===== config.mk =====
export PLATFORM = sky130hd
export DESIGN_NAME = mux_sel_arbiter
export DESIGN_NICKNAME = d
export VERILOG_FILES = /design/src/rtl/mux_sel_arbiter.sv
export SDC_FILE = /design/constraint.sdc
export NUM_CORES = 1
export LEC_CHECK = 0
export CORE_AREA = 2 2 39 41
export DETAILED_ROUTE_END_ITERATION = 10
export DIE_AREA = 0 0 41 43
export GPL_TIMING_DRIVEN = 0
export PLACE_DENSITY = 0.72
export SLEW_MARGIN = 15
export SYNTH_ARGS = -nofsm -noshare
export SYNTH_HDL_FRONTEND = slang
export SYNTH_SLANG_ARGS = --single-unit

===== constraint.sdc =====
create_clock -name clk -period 3.7 [get_ports clk]
set_input_delay 0.74 -clock clk [delete_from_list [all_inputs] [get_ports clk]]
set_output_delay 0.74 -clock clk [all_outputs]
set_load 0.005 [all_outputs]

===== src/rtl/mux_sel_arbiter.sv =====
// Round-robin arbiter driving the select pins of a 4:1 mux stage.
// Optional forced release after MAX_HOLD cycles: define MUX_SEL_TIMEOUT_EN.
module mux_sel_arbiter #(
  parameter int MAX_HOLD = 16,
  parameter int CNT_W    = 8
) (
  input  logic       clk,
  input  logic       rst_n,
  input  logic [3:0] req,
  input  logic       done,
  output logic [3:0] gnt,
  output logic       s0,
  output logic       s1,
  output logic       valid,
  output logic       timeout
);

  typedef enum logic {
    IDLE,
    GRANT
  } state_t;

  if (MAX_HOLD < 1 || MAX_HOLD > 255 ||
      (2 ** CNT_W) <= MAX_HOLD) begin : g_bad_param
    $error("mux_sel_arbiter: bad MAX_HOLD/CNT_W");
  end

  state_t     state_q;
  logic [3:0] gnt_q;
  logic [1:0] sel_q;
  logic [1:0] last_q;
  logic       valid_q;
  logic [1:0] pick_d;
  logic       hold_exp;
  logic       rel;

  // First requester after the last owner, wrapping.
  function automatic logic [1:0] pick(
    input logic [3:0] r,
    input logic [1:0] last
  );
    logic [1:0] idx;
    pick = 2'd0;
    for (int i = 4; i >= 1; i--) begin
      idx = last + 2'(i);
      if (r[idx]) pick = idx;
    end
  endfunction

  assign pick_d = pick(req, last_q);

`ifdef MUX_SEL_TIMEOUT_EN
  logic [CNT_W-1:0] cnt_q;
  logic             to_q;

  assign hold_exp = (cnt_q == CNT_W'(MAX_HOLD - 1));
  assign timeout  = to_q;

  // Hold counter: zero while idle, saturating count in GRANT.
  always_ff @(posedge clk or negedge rst_n) begin
    if (!rst_n) begin
      cnt_q <= '0;
      to_q  <= 1'b0;
    end else begin
      to_q <= (state_q == GRANT) && hold_exp;
      if (state_q == IDLE) begin
        cnt_q <= '0;
      end else if (~&cnt_q) begin
        cnt_q <= cnt_q + 1'b1;
      end
    end
  end
`else
  assign hold_exp = 1'b0;
  assign timeout  = 1'b0;
`endif

  // Owner is sel_q; it gives up on done, on
  // dropping its request, or on hold expiry.
  assign rel = done | ~req[sel_q] | hold_exp;

  // Two-state grant FSM with registered outputs.
  always_ff @(posedge clk or negedge rst_n) begin
    if (!rst_n) begin
      state_q <= IDLE;
      gnt_q   <= 4'b0000;
      sel_q   <= 2'd0;
      last_q  <= 2'd3;
      valid_q <= 1'b0;
    end else begin
      unique case (state_q)
        IDLE: begin
          if (|req) begin
            state_q <= GRANT;
            gnt_q   <= 4'b0001 << pick_d;
            sel_q   <= pick_d;
            valid_q <= 1'b1;
          end
        end
        GRANT: begin
          if (rel) begin
            state_q <= IDLE;
            gnt_q   <= 4'b0000;
            valid_q <= 1'b0;
            last_q  <= sel_q;
          end
        end
        default: state_q <= IDLE;
      endcase
    end
  end

  assign gnt   = gnt_q;
  assign s0    = sel_q[1];
  assign s1    = sel_q[0];
  assign valid = valid_q;

endmodule


# Word-level counts from Yosys, hierarchy flattened
# Cells that the tools add are included.
[word_totals] reg_bits=10 latch_bits=0 mem_bits_rw=0 rom_bits=0 output_inout_bits=8 n_memories=0
[classes] addsub=3 multipliers=0 div_mod_pow=0 n_lt_le_gt_ge=5 eq_ne=2 n_shift=1 mux=23 bitwise=3 reduce_logical=4
[op_table] operator="less-than comparator 2 x 3 -> 1 bit, second input constant" n=5
[op_table] operator="binary-select mux 1 bit (select 2 bit)" n=5
[op_table] operator="two-way mux 1 bit" n=9
[op_table] operator="two-way mux 2 bit" n=4
[op_table] operator="two-way mux 4 bit" n=2
[op_table] operator="one-hot mux 4 bit (2 select lines)" n=1
[op_table] operator="AND reduction 2 bit" n=3
[op_table] operator="adder 2 bit, second input constant" n=2
[op_table] operator="one-hot mux 1 bit (2 select lines)" n=2
[op_table] operator="OR reduction 4 bit" n=1
[op_table] operator="<< shifter 1 x 2 -> 4 bit, first input constant" n=1
[op_table] operator="adder 2 x 1 -> 2 bit, second input constant" n=1
[op_table] operator="inequality test 2 x 1 -> 1 bit, second input constant" n=1
[op_table] operator="inequality test 2 bit, second input constant" n=1
[op_table] operator="inverter 1 bit" n=2
[op_table] operator="bitwise OR 1 bit" n=1

# Depth between registers and ports, before layout
# Gate-level depths: netlist (run 1).
[logic_depth] depth_word=9 depth_mapped=5 mapped_depth_nobuf=4

# Worst setup path after synthesis (run 1)
# OpenSTA, ideal clock, no wires.
[synth_timing] path_type="input port to flip-flop" start="input done" end="register last_q[0]" setup_ps=85 arrival_time_ps=1582 required_ps=3615 setup_slack_ps=2033 path_stages=3 n_path_buf=0 path_cell_list="or2_1 o221ai_4 mux2_1"
[synth_between] elab_chain_cells=2
[synth_rtl] element="from (decl)" line_no="10" source="input logic done,"
[synth_rtl] element="bitwise OR 1 bit" line_no="80" source="assign rel = done | ~req[sel_q] | hold_exp;"
[synth_rtl] element="AND reduction 2 bit (no line)"
[synth_rtl] element="to (signal assigned)" line_no="105" source="last_q <= sel_q;"
[synth_rtl] element="to (decl)" line_no="31" source="logic [1:0] last_q;"
# Every way passes these cells.
# A chain may end at the register's enable or synchronous reset.

# Final worst setup path (run 1)
[layout_timing] start="input req[1]" end="register gnt_q[0] (netlist: gnt[0])"
[layout_between] elab_chain_cells=9 word_cells_on_any_way=23 classes_between="eq/ne (2); shift (1); mux (16); bitwise (2); reduce/logical (2)"
[layout_rtl] element="from (decl)" line_no="9" source="input logic [3:0] req,"
[layout_rtl] element="binary-select mux 1 bit (select 2 bit)" line_no="46" source="if (r[idx]) pick = idx;"
[layout_rtl] element="two-way mux 1 bit (implied by the code)" line_no="46"
[layout_rtl] element="two-way mux 2 bit (4 in series)" line_no="46"
[layout_rtl] element="<< shifter 1 x 2 -> 4 bit" line_no="95" source="gnt_q <= 4'b0001 << pick_d;"
[layout_rtl] element="two-way mux 4 bit" line_no="93" source="if (|req) begin"
[layout_rtl] element="one-hot mux 4 bit (2 select lines)" line_no="91" source="unique case (state_q)"
[layout_rtl] element="to (signal assigned)" line_no="95"
[layout_rtl] element="to (decl)" line_no="29" source="logic [3:0] gnt_q;"
# Several ways; a longest one is shown, not always the timed one. The select of a mux whose other input is x is not followed.

==> results of run 1 <==
-- through the flow --
step / util / cells / hold slack [ns]
CTS: 0.536 / 86 / 0.486
detailed placement: 0.510 / 82 / 0.472
global route: 0.536 / 86 / 0.528
global placement: 0.510 / 82 / 0.460
floorplan: - / 53 / 0.444
finish: 0.536 / 86 / 0.487
-- critical path, stage by stage --
cell and delay (ns):
clkdlybuf4s50_1 0.53, nor4_2 0.38, or2_1 0.17, buf_6 0.13, nor2_2 0.05, a32o_1 0.22
-- report_power, final --
group	internal (mW)	switching [mW]	leakage, nW	total (mW)
Sequential	0.170	0.0469	0.121	0.217
Clock	0.0598	0.0397	0.0210	0.0996
Combinational	0.151	0.114	0.166	0.265
Total	0.380	0.200	0.308	0.581
-- worst paths after layout --
kind                                  startpoint               endpoint  slack, ns
max                                       req[1]     gnt[0]$_DFFE_PN0P_       1.64
min                            valid$_DFFE_PN0P_      valid$_DFFE_PN0P_       0.49
max reg2reg                last_q[0]$_DFFE_PN1P_     gnt[3]$_DFFE_PN0P_       2.17
min reg2reg                    valid$_DFFE_PN0P_      valid$_DFFE_PN0P_       0.49
max in group asynchronous                  rst_n  last_q[1]$_DFFE_PN1P_       2.60
min in group asynchronous                  rst_n      valid$_DFFE_PN0P_       0.77
-- cell usage in the layout (no fill, tap or decap), types with 3 or more instances in the layout --
cell type        count
clkdlybuf4s50_1     13
dfrtp_1              8
nand2_1              6
nand2b_1             4
o21ai_0              3
nor2_1               3
clkbuf_4             3
-- logic make-up after synthesis --
family	after synthesis	share of synthesized area
buf+inv	4	0.0473
other cells	1	0.00675
flops	10	0.455
simple gates	22	0.214
compound gates	12	0.200
mux	4	0.0766
-- layout make-up --
class                   count  area, µm²
fillers                   138        642
multi-input cells          39        277
flip-flops and latches     10        253
repair buffers             13        130
clock buffers               4       36.3
well taps                  16       20.0
plain buffers               2       18.8
inverters                   2       7.51
-- flip-flops by register name, indices dropped and copies added, names as in the netlist --
name / count
gnt: 4
last_q: 2
sel_q: 2
state_q: 1
valid: 1
-- metal layers --
layer,GRT usage,vias to the layer above
li1,-,220
met1,0.204,207
met2,0.222,14
met3,0.0157,3
met4,0.120,0
met5,0,-
==> results.json, run 1 <==
{
  "syn-cell-area_um2": 556,
  "p_per_area_nw_per_um2": 783,
  "end_kind": "flip-flop",
  "cp.required_ns": 3.86,
  "ios": 15,
  "synth_nets": 60,
  "cts_hold_buf": 0,
  "rows": 14,
  "synth_top_area_share": 0.360,
  "ys.flop_type": "dfrtp_1",
  "clock_latency_ns": 0.27,
  "total_power_mw": 0.581,
  "clk_pin_slew_ns": 0.07,
  "grt.overflow.total": 0,
  "grt_pass1_wl_um": 1810,
  "fin_tns_setup_ns": 0,
  "drtPass1Iterations": 2,
  "critPathMaxFanout": 9,
  "dr_wl_met2_um": 481,
  "highest_layer": "met4",
  "vias_per_cell": 5.16,
  "track_usage": 0.155,
  "final_max_slew_viol_count": 0,
  "cts_tree": "built",
  "initial_core_util": 0.401,
  "post_drt_wl_per_cell_um": 12.5,
  "dp_slack_ns": 1.36,
  "wl_um": 1070,
  "io_buffers": 13,
  "synthDistinctLibCells": 27,
  "post_cts_buffers": 0,
  "yosysMostFrequentCell": "dfrtp_1",
  "hpwl_um": 798,
  "synth_area_leaders": "dfrtp_1 36%, dfstp_2 9.5%, o221ai_4 4.7%",
  "finalHoldViolations": 0,
  "finalSetupViolations": 0,
  "layout-drive-gt1-share": 0.186,
  "drv_cap": 0,
  "routabilityCongestion": 0.712,
  "wl_met1_um": 510,
  "setup.worst_path.start_class": "input pin",
  "post-route-period-util": 0.557,
  "root_buffer": "clkbuf_4",
  "synth_top_area_cell": "dfrtp_1",
  "cts_resized": 0,
  "clock.fmax_mhz": 485,
  "crit_arrival_ns": 2.22,
  "async_reset_ff_frac": 1.00,
  "leakage_nw": 0.308,
  "cts_buffers": 3,
  "rr_worst_depth": 4,
  "via_count": 444,
  "die_x_um": 41,
  "hold_class": "flip-flop to flip-flop",
  "postLayoutCellArea_um2": 742,
  "final_antenna_net_count": 0,
  "cts_sinks": 10,
  "detail_route.drc_violations": 0,
  "final.setup.worst_slack_ns": 1.64,
  "yosysWarningCount": 0,
  "clockBufferDepth": 2,
  "whs_path_depth": 2,
  "area_growth_pct": 33.6,
  "grt_max_degree": 11,
  "synth.avg_cell_area_um2": 10.5,
  "worstSetupPathType": "input pin to flip-flop",
  "antenna_found_initial": 0,
  "nNetsFinal": 78,
  "synth_seq_area_share": 0.455,
  "rsz0062_at_grt": "no",
  "post_dp_cell_area_um2": 706,
  "fin_worst_skew_ns": 0.00199,
  "fp.dieArea_um2": 1760,
  "status": "finished clean",
  "synth_edf_count": 0,
  "first_global_vias": 425,
  "timing.final.crit_period_ns": 2.06,
  "core_area_um2": 1380,
  "diodes": 0,
  "met3_length_um": 49,
  "ys_ff_latch": 10,
  "drt_first_iter_violations": 4,
  "die_height_um": 43,
  "ir_drop_uv": 387,
  "htree_levels": 1,
  "synth_cells": 53,
  "synth.top_cells.by_count": "8 x dfrtp_1, 6 x nand2_1, 4 x nand2b_1"
}
Note: power is estimated with default switching activity, not from simulation.
==> run 2, diff against run 1 <==
- CORE_AREA: 2 2 39 41 -> not set
- CORE_MARGIN: not set -> 2
- CORE_UTILIZATION: not set -> 40
- DIE_AREA: 0 0 41 43 -> not set
- clock period: 3.7 -> 1.8 ns (I/O delays scaled with it)
==> run 2 against run 1 <==
Compared with the run above: combinational power increased by 100%; register-to-register slack worse by 1.9 ns; power up 95%; critical path depth unchanged; via count is 2.0% lower; sequential power is 110% higher; final cell count down 2.3%; clock power grew 45%; first-iteration DRC count rose to 2.8 times the previous value.
==> results.json, run 2 (synthesis gave the netlist of run 1 again) <==
{
  "status": "finished clean",
  "core_area_um2": 1300,
  "clock_latency_ns": 0.25,
  "diodes": 0,
  "vias_per_cell": 5.18,
  "routabilityCongestion": 0.691,
  "cts_resized": 0,
  "final_antenna_net_count": 0,
  "fp.dieArea_um2": 1700,
  "post_drt_wl_per_cell_um": 12.7,
  "io_buffers": 13,
  "intPower_mw": 0.736,
  "finalHoldViolations": 0,
  "first_global_vias": 411,
  "critPathMaxFanout": 9,
  "worstSetupPathType": "input pin to flip-flop",
  "p_sw_mw": 0.396,
  "crit_arrival_ns": 1.83,
  "rsz0062_at_grt": "no",
  "wl_um": 1070,
  "cts_buffers": 3,
  "cp.required_ns": 1.94,
  "die_height_um": 41.3,
  "p_seq_frac": 0.394,
  "finalSetupViolations": 0,
  "fin_tns_setup_ns": 0,
  "switching_share": 0.350,
  "drv_cap": 0,
  "hpwl_um": 805,
  "ios": 15,
  "drt_first_iter_violations": 11,
  "detail_route.drc_violations": 0,
  "area_growth_pct": 30.9,
  "via_count": 435,
  "hold_slack_ns": 0.416,
  "track_usage": 0.157,
  "drtPass1Iterations": 4,
  "pwr-share-comb": 0.479,
  "post-route-period-util": 0.937,
  "layout_common_cells": "13 x clkdlybuf4s50_1, 8 x dfrtp_1, 6 x nand2_1, 4 x nand2b_1",
  "total_power_mw": 1.13,
  "p_clk_frac": 0.127,
  "largest_reg_flops": 4,
  "root_buffer": "clkbuf_4",
  "layout_commonest_cell": "clkdlybuf4s50_1",
  "grt_pass1_wl_um": 1710,
  "fill_cells": 119,
  "rows": 13,
  "grt_max_degree": 11,
  "fin_worst_skew_ns": 0.000388,
  "hold_class": "input pin to asynchronous set/reset pin",
  "htree_levels": 1,
  "initial_core_util": 0.427,
  "p_per_area_nw_per_um2": 1560,
  "cts_tree": "built",
  "setup.worst_path.start_class": "input pin",
  "clk_pin_slew_ns": 0.06,
  "cts_hold_buf": 0,
  "timing.final.crit_period_ns": 1.69,
  "antenna_found_initial": 0,
  "ir_drop_uv": 832,
  "nNetsFinal": 78,
  "end_kind": "flip-flop",
  "clock.fmax_mhz": 593,
  "cts_sinks": 10,
  "final_max_slew_viol_count": 0,
  "leakage_nw": 0.301,
  "clockBufferDepth": 2,
  "grt.overflow.total": 0,
  "layout-drive-gt1-share": 0.174,
  "post_cts_buffers": 0,
  "die_x_um": 41.3
}
[run 2: changes by cell type in the layout (fill, tap and decap cells not counted)]
cell,previous run,this run
clkbuf_8,1,0
[run 2: layout make-up]
cell class,count,area [µm²],area share
Multi-Input combinational cell,39,277,0.380
Sequential cell,10,253,0.348
Timing Repair Buffer,13,130,0.179
Clock buffer,3,22.5,0.0310
Buffer,2,18.8,0.0258
Tap cell,15,18.8,0.0258
Inverter,2,7.51,0.0103
[run 2: path summary, 6_finish.rpt]
check | start | end | slack, ns | cells past startpoint
hold / removal | rst_n | gnt[2]$_DFFE_PN0P_ | 0.42 | 1
setup reg to reg | last_q[0]$_DFFE_PN1P_ | gnt[3]$_DFFE_PN0P_ | 0.27 | 4
max in group asynchronous | rst_n | last_q[0]$_DFFE_PN1P_ | 1.05 | 1
setup / recovery | req[1] | gnt[1]$_DFFE_PN0P_ | 0.11 | 6
hold reg to reg | valid$_DFFE_PN0P_ | valid$_DFFE_PN0P_ | 0.49 | 2
min in group clk | valid$_DFFE_PN0P_ | valid$_DFFE_PN0P_ | 0.49 | 2
[run 2: power by group through the flow]
stage | Combinational [mW] | Clock, mW | Sequential [mW]
after global placement | 0.538 | 0 | 0.450
after CTS | 0.552 | 0.151 | 0.447
after detailed placement | 0.547 | 0 | 0.450
after global routing | 0.604 | 0.158 | 0.461
after floorplan | 0.323 | 0 | 0.442
final | 0.543 | 0.144 | 0.446
[run 2: metrics by stage]
| stage | cell area [µm²] | cells | setup WS (ns) | util |
|---|---|---|---|---|
| after global placement | 704 | 81 | -0.149 | 0.541 |
| after floorplan | 556 | 53 | 0.415 | - |
| after global routing | 727 | 84 | 0.0163 | 0.559 |
| after CTS | 727 | 84 | 0.128 | 0.559 |
| after detailed placement | 704 | 81 | -0.139 | 0.541 |
| final | 727 | 84 | 0.113 | 0.559 |
[run 2: routing by layer]
| layer | GRT usage | wire length (µm) | vias to the layer above |
|---|---|---|---|
| met3 | 0.0217 | 48 | 0 |
| li1 | - | - | 222 |
| met5 | 0 | 0 | - |
| met2 | 0.250 | 511 | 11 |
| met4 | 0.0726 | 0 | 0 |
| met1 | 0.209 | 505 | 202 |
[run 2: worst max-delay path, stage by stage]
cell and delay (ns):
clkdlybuf4s50_1 0.52, nor4_2 0.38, or2_1 0.17, buf_6 0.13, nor2_2 0.05, a32o_1 0.22
==> run 3, diff against run 2 <==
- CTS_CLUSTER_SIZE: not set -> 30
- MAX_ROUTING_LAYER: not set -> met4
==> run 3 against run 2 <==
Compared with the run above: combinational power about the same; final cell count stayed put; clock skew hardly changed; fmax hardly changed; critical endpoint unchanged; non-clock buffer count stayed put; via count stayed put; critical path depth did not move; critical path type unchanged; count of clock-buffer cells in the layout stayed put; design area unchanged; sequential share of layout area unchanged; power barely moved.
==> results.json, run 3 (synthesis gave the netlist of run 1 again) <==
{
  "area_growth_pct": 30.9,
  "antenna_found_initial": 0,
  "dp_slack_ns": -0.139,
  "dp.cells": 81,
  "p_per_area_nw_per_um2": 1560,
  "drt_first_iter_violations": 11,
  "fill_cells": 119,
  "layout-drive-gt1-share": 0.174,
  "root_buffer": "clkbuf_4",
  "layout_common_cells": "13 x clkdlybuf4s50_1, 8 x dfrtp_1, 6 x nand2_1, 4 x nand2b_1",
  "io_buffers": 13,
  "hpwl_um": 805,
  "total_power_mw": 1.13,
  "hold_slack_ns": 0.416,
  "post_drt_wl_per_cell_um": 12.7,
  "grt_pass1_wl_um": 1710,
  "final_max_slew_viol_count": 0,
  "die_height_um": 41.3,
  "die_x_um": 41.3,
  "layout_commonest_cell": "clkdlybuf4s50_1",
  "cts_resized": 0,
  "finalHoldViolations": 0,
  "leakage_nw": 0.301,
  "cts_sinks": 10,
  "routabilityCongestion": 0.698,
  "grt_max_degree": 11,
  "finalSetupViolations": 0,
  "rows": 13,
  "track_usage": 0.161,
  "clk_pin_slew_ns": 0.06,
  "detail_route.drc_violations": 0,
  "initial_core_util": 0.427,
  "wl_um": 1070,
  "core_area_um2": 1300,
  "fin_tns_setup_ns": 0,
  "reg2reg_from": "last_q[0]$_DFFE_PN1P_",
  "via_count": 435,
  "cts_tree": "built",
  "worstSetupPathType": "input pin to flip-flop",
  "timing.final.crit_period_ns": 1.69,
  "status": "finished clean",
  "nNetsFinal": 78,
  "crit_start": "req[1]",
  "htree_levels": 1,
  "cts_hold_buf": 0,
  "reg2reg_slack_ns": 0.27,
  "largest_reg_flops": 4,
  "final.setup.worst_slack_ns": 0.113,
  "cp.required_ns": 1.94,
  "end_kind": "flip-flop",
  "ir_drop_uv": 832,
  "fin_cells": 84,
  "setup.worst_path.start_class": "input pin",
  "fp.dieArea_um2": 1700,
  "clock_latency_ns": 0.25,
  "r2r-end": "gnt[3]$_DFFE_PN0P_",
  "fin_worst_skew_ns": 0.000472,
  "cts_buffers": 3,
  "first_global_vias": 410,
  "drtPass1Iterations": 4,
  "rr_worst_depth": 4,
  "critPathMaxFanout": 9,
  "clockBufferDepth": 2,
  "crit_arrival_ns": 1.83,
  "ios": 15,
  "post_cts_buffers": 0,
  "final_antenna_net_count": 0,
  "crit_end": "gnt[1]$_DFFE_PN0P_",
  "diodes": 0,
  "drv_cap": 0,
  "rsz0062_at_grt": "no",
  "hold_class": "input pin to asynchronous set/reset pin",
  "clock.fmax_mhz": 593,
  "post-route-period-util": 0.937,
  "vias_per_cell": 5.18,
  "grt.overflow.total": 0
}
## run 3: layout make-up
cell class / instances / area [µm²] / area share
Multi-Input combinational cell: 39 / 277 / 0.380
Sequential cell: 10 / 253 / 0.348
Timing Repair Buffer: 13 / 130 / 0.179
Clock buffer: 3 / 22.5 / 0.0310
Buffer: 2 / 18.8 / 0.0258
Tap cell: 15 / 18.8 / 0.0258
Inverter: 2 / 7.51 / 0.0103
## run 3: routing by layer
metal	global-route usage	part of all wire	wire (µm)
met5	-	0	0
met4	0.0726	0	0
met3	0.0163	0.045	48
met2	0.250	0.48	511
met1	0.212	0.47	506
## run 3: worst min-delay path by stage
stage	start	cells past startpoint	slack (ns)	endpoint
final	rst_n	1	0.42	gnt[2]$_DFFE_PN0P_
after global routing	rst_n	1	0.46	sel_q[0]$_DFFE_PN0P_
after CTS	rst_n	1	0.42	gnt[1]$_DFFE_PN0P_
after detailed placement	valid$_DFFE_PN0P_	2	0.47	valid$_DFFE_PN0P_
after global placement	valid$_DFFE_PN0P_	2	0.47	valid$_DFFE_PN0P_
after floorplan	rst_n	0	0.06	gnt[0]$_DFFE_PN0P_
## run 3: critical path, cell delays in order
cell and delay [ns]:
clkdlybuf4s50_1 0.52, nor4_2 0.38, or2_1 0.17, buf_6 0.13, nor2_2 0.05, a32o_1 0.22
## run 3: stage by stage
step / utilization / instance area [µm²]
after floorplan: - / 556
after global placement: 0.541 / 704
after detailed placement: 0.541 / 704
after CTS: 0.559 / 727
after global routing: 0.559 / 727
final: 0.559 / 727
## run 3: where the power goes
group          total, mW  internal (mW)  switching [mW]
clock              0.144         0.0767          0.0669
combinational      0.542          0.310           0.233
sequential         0.446          0.349          0.0968
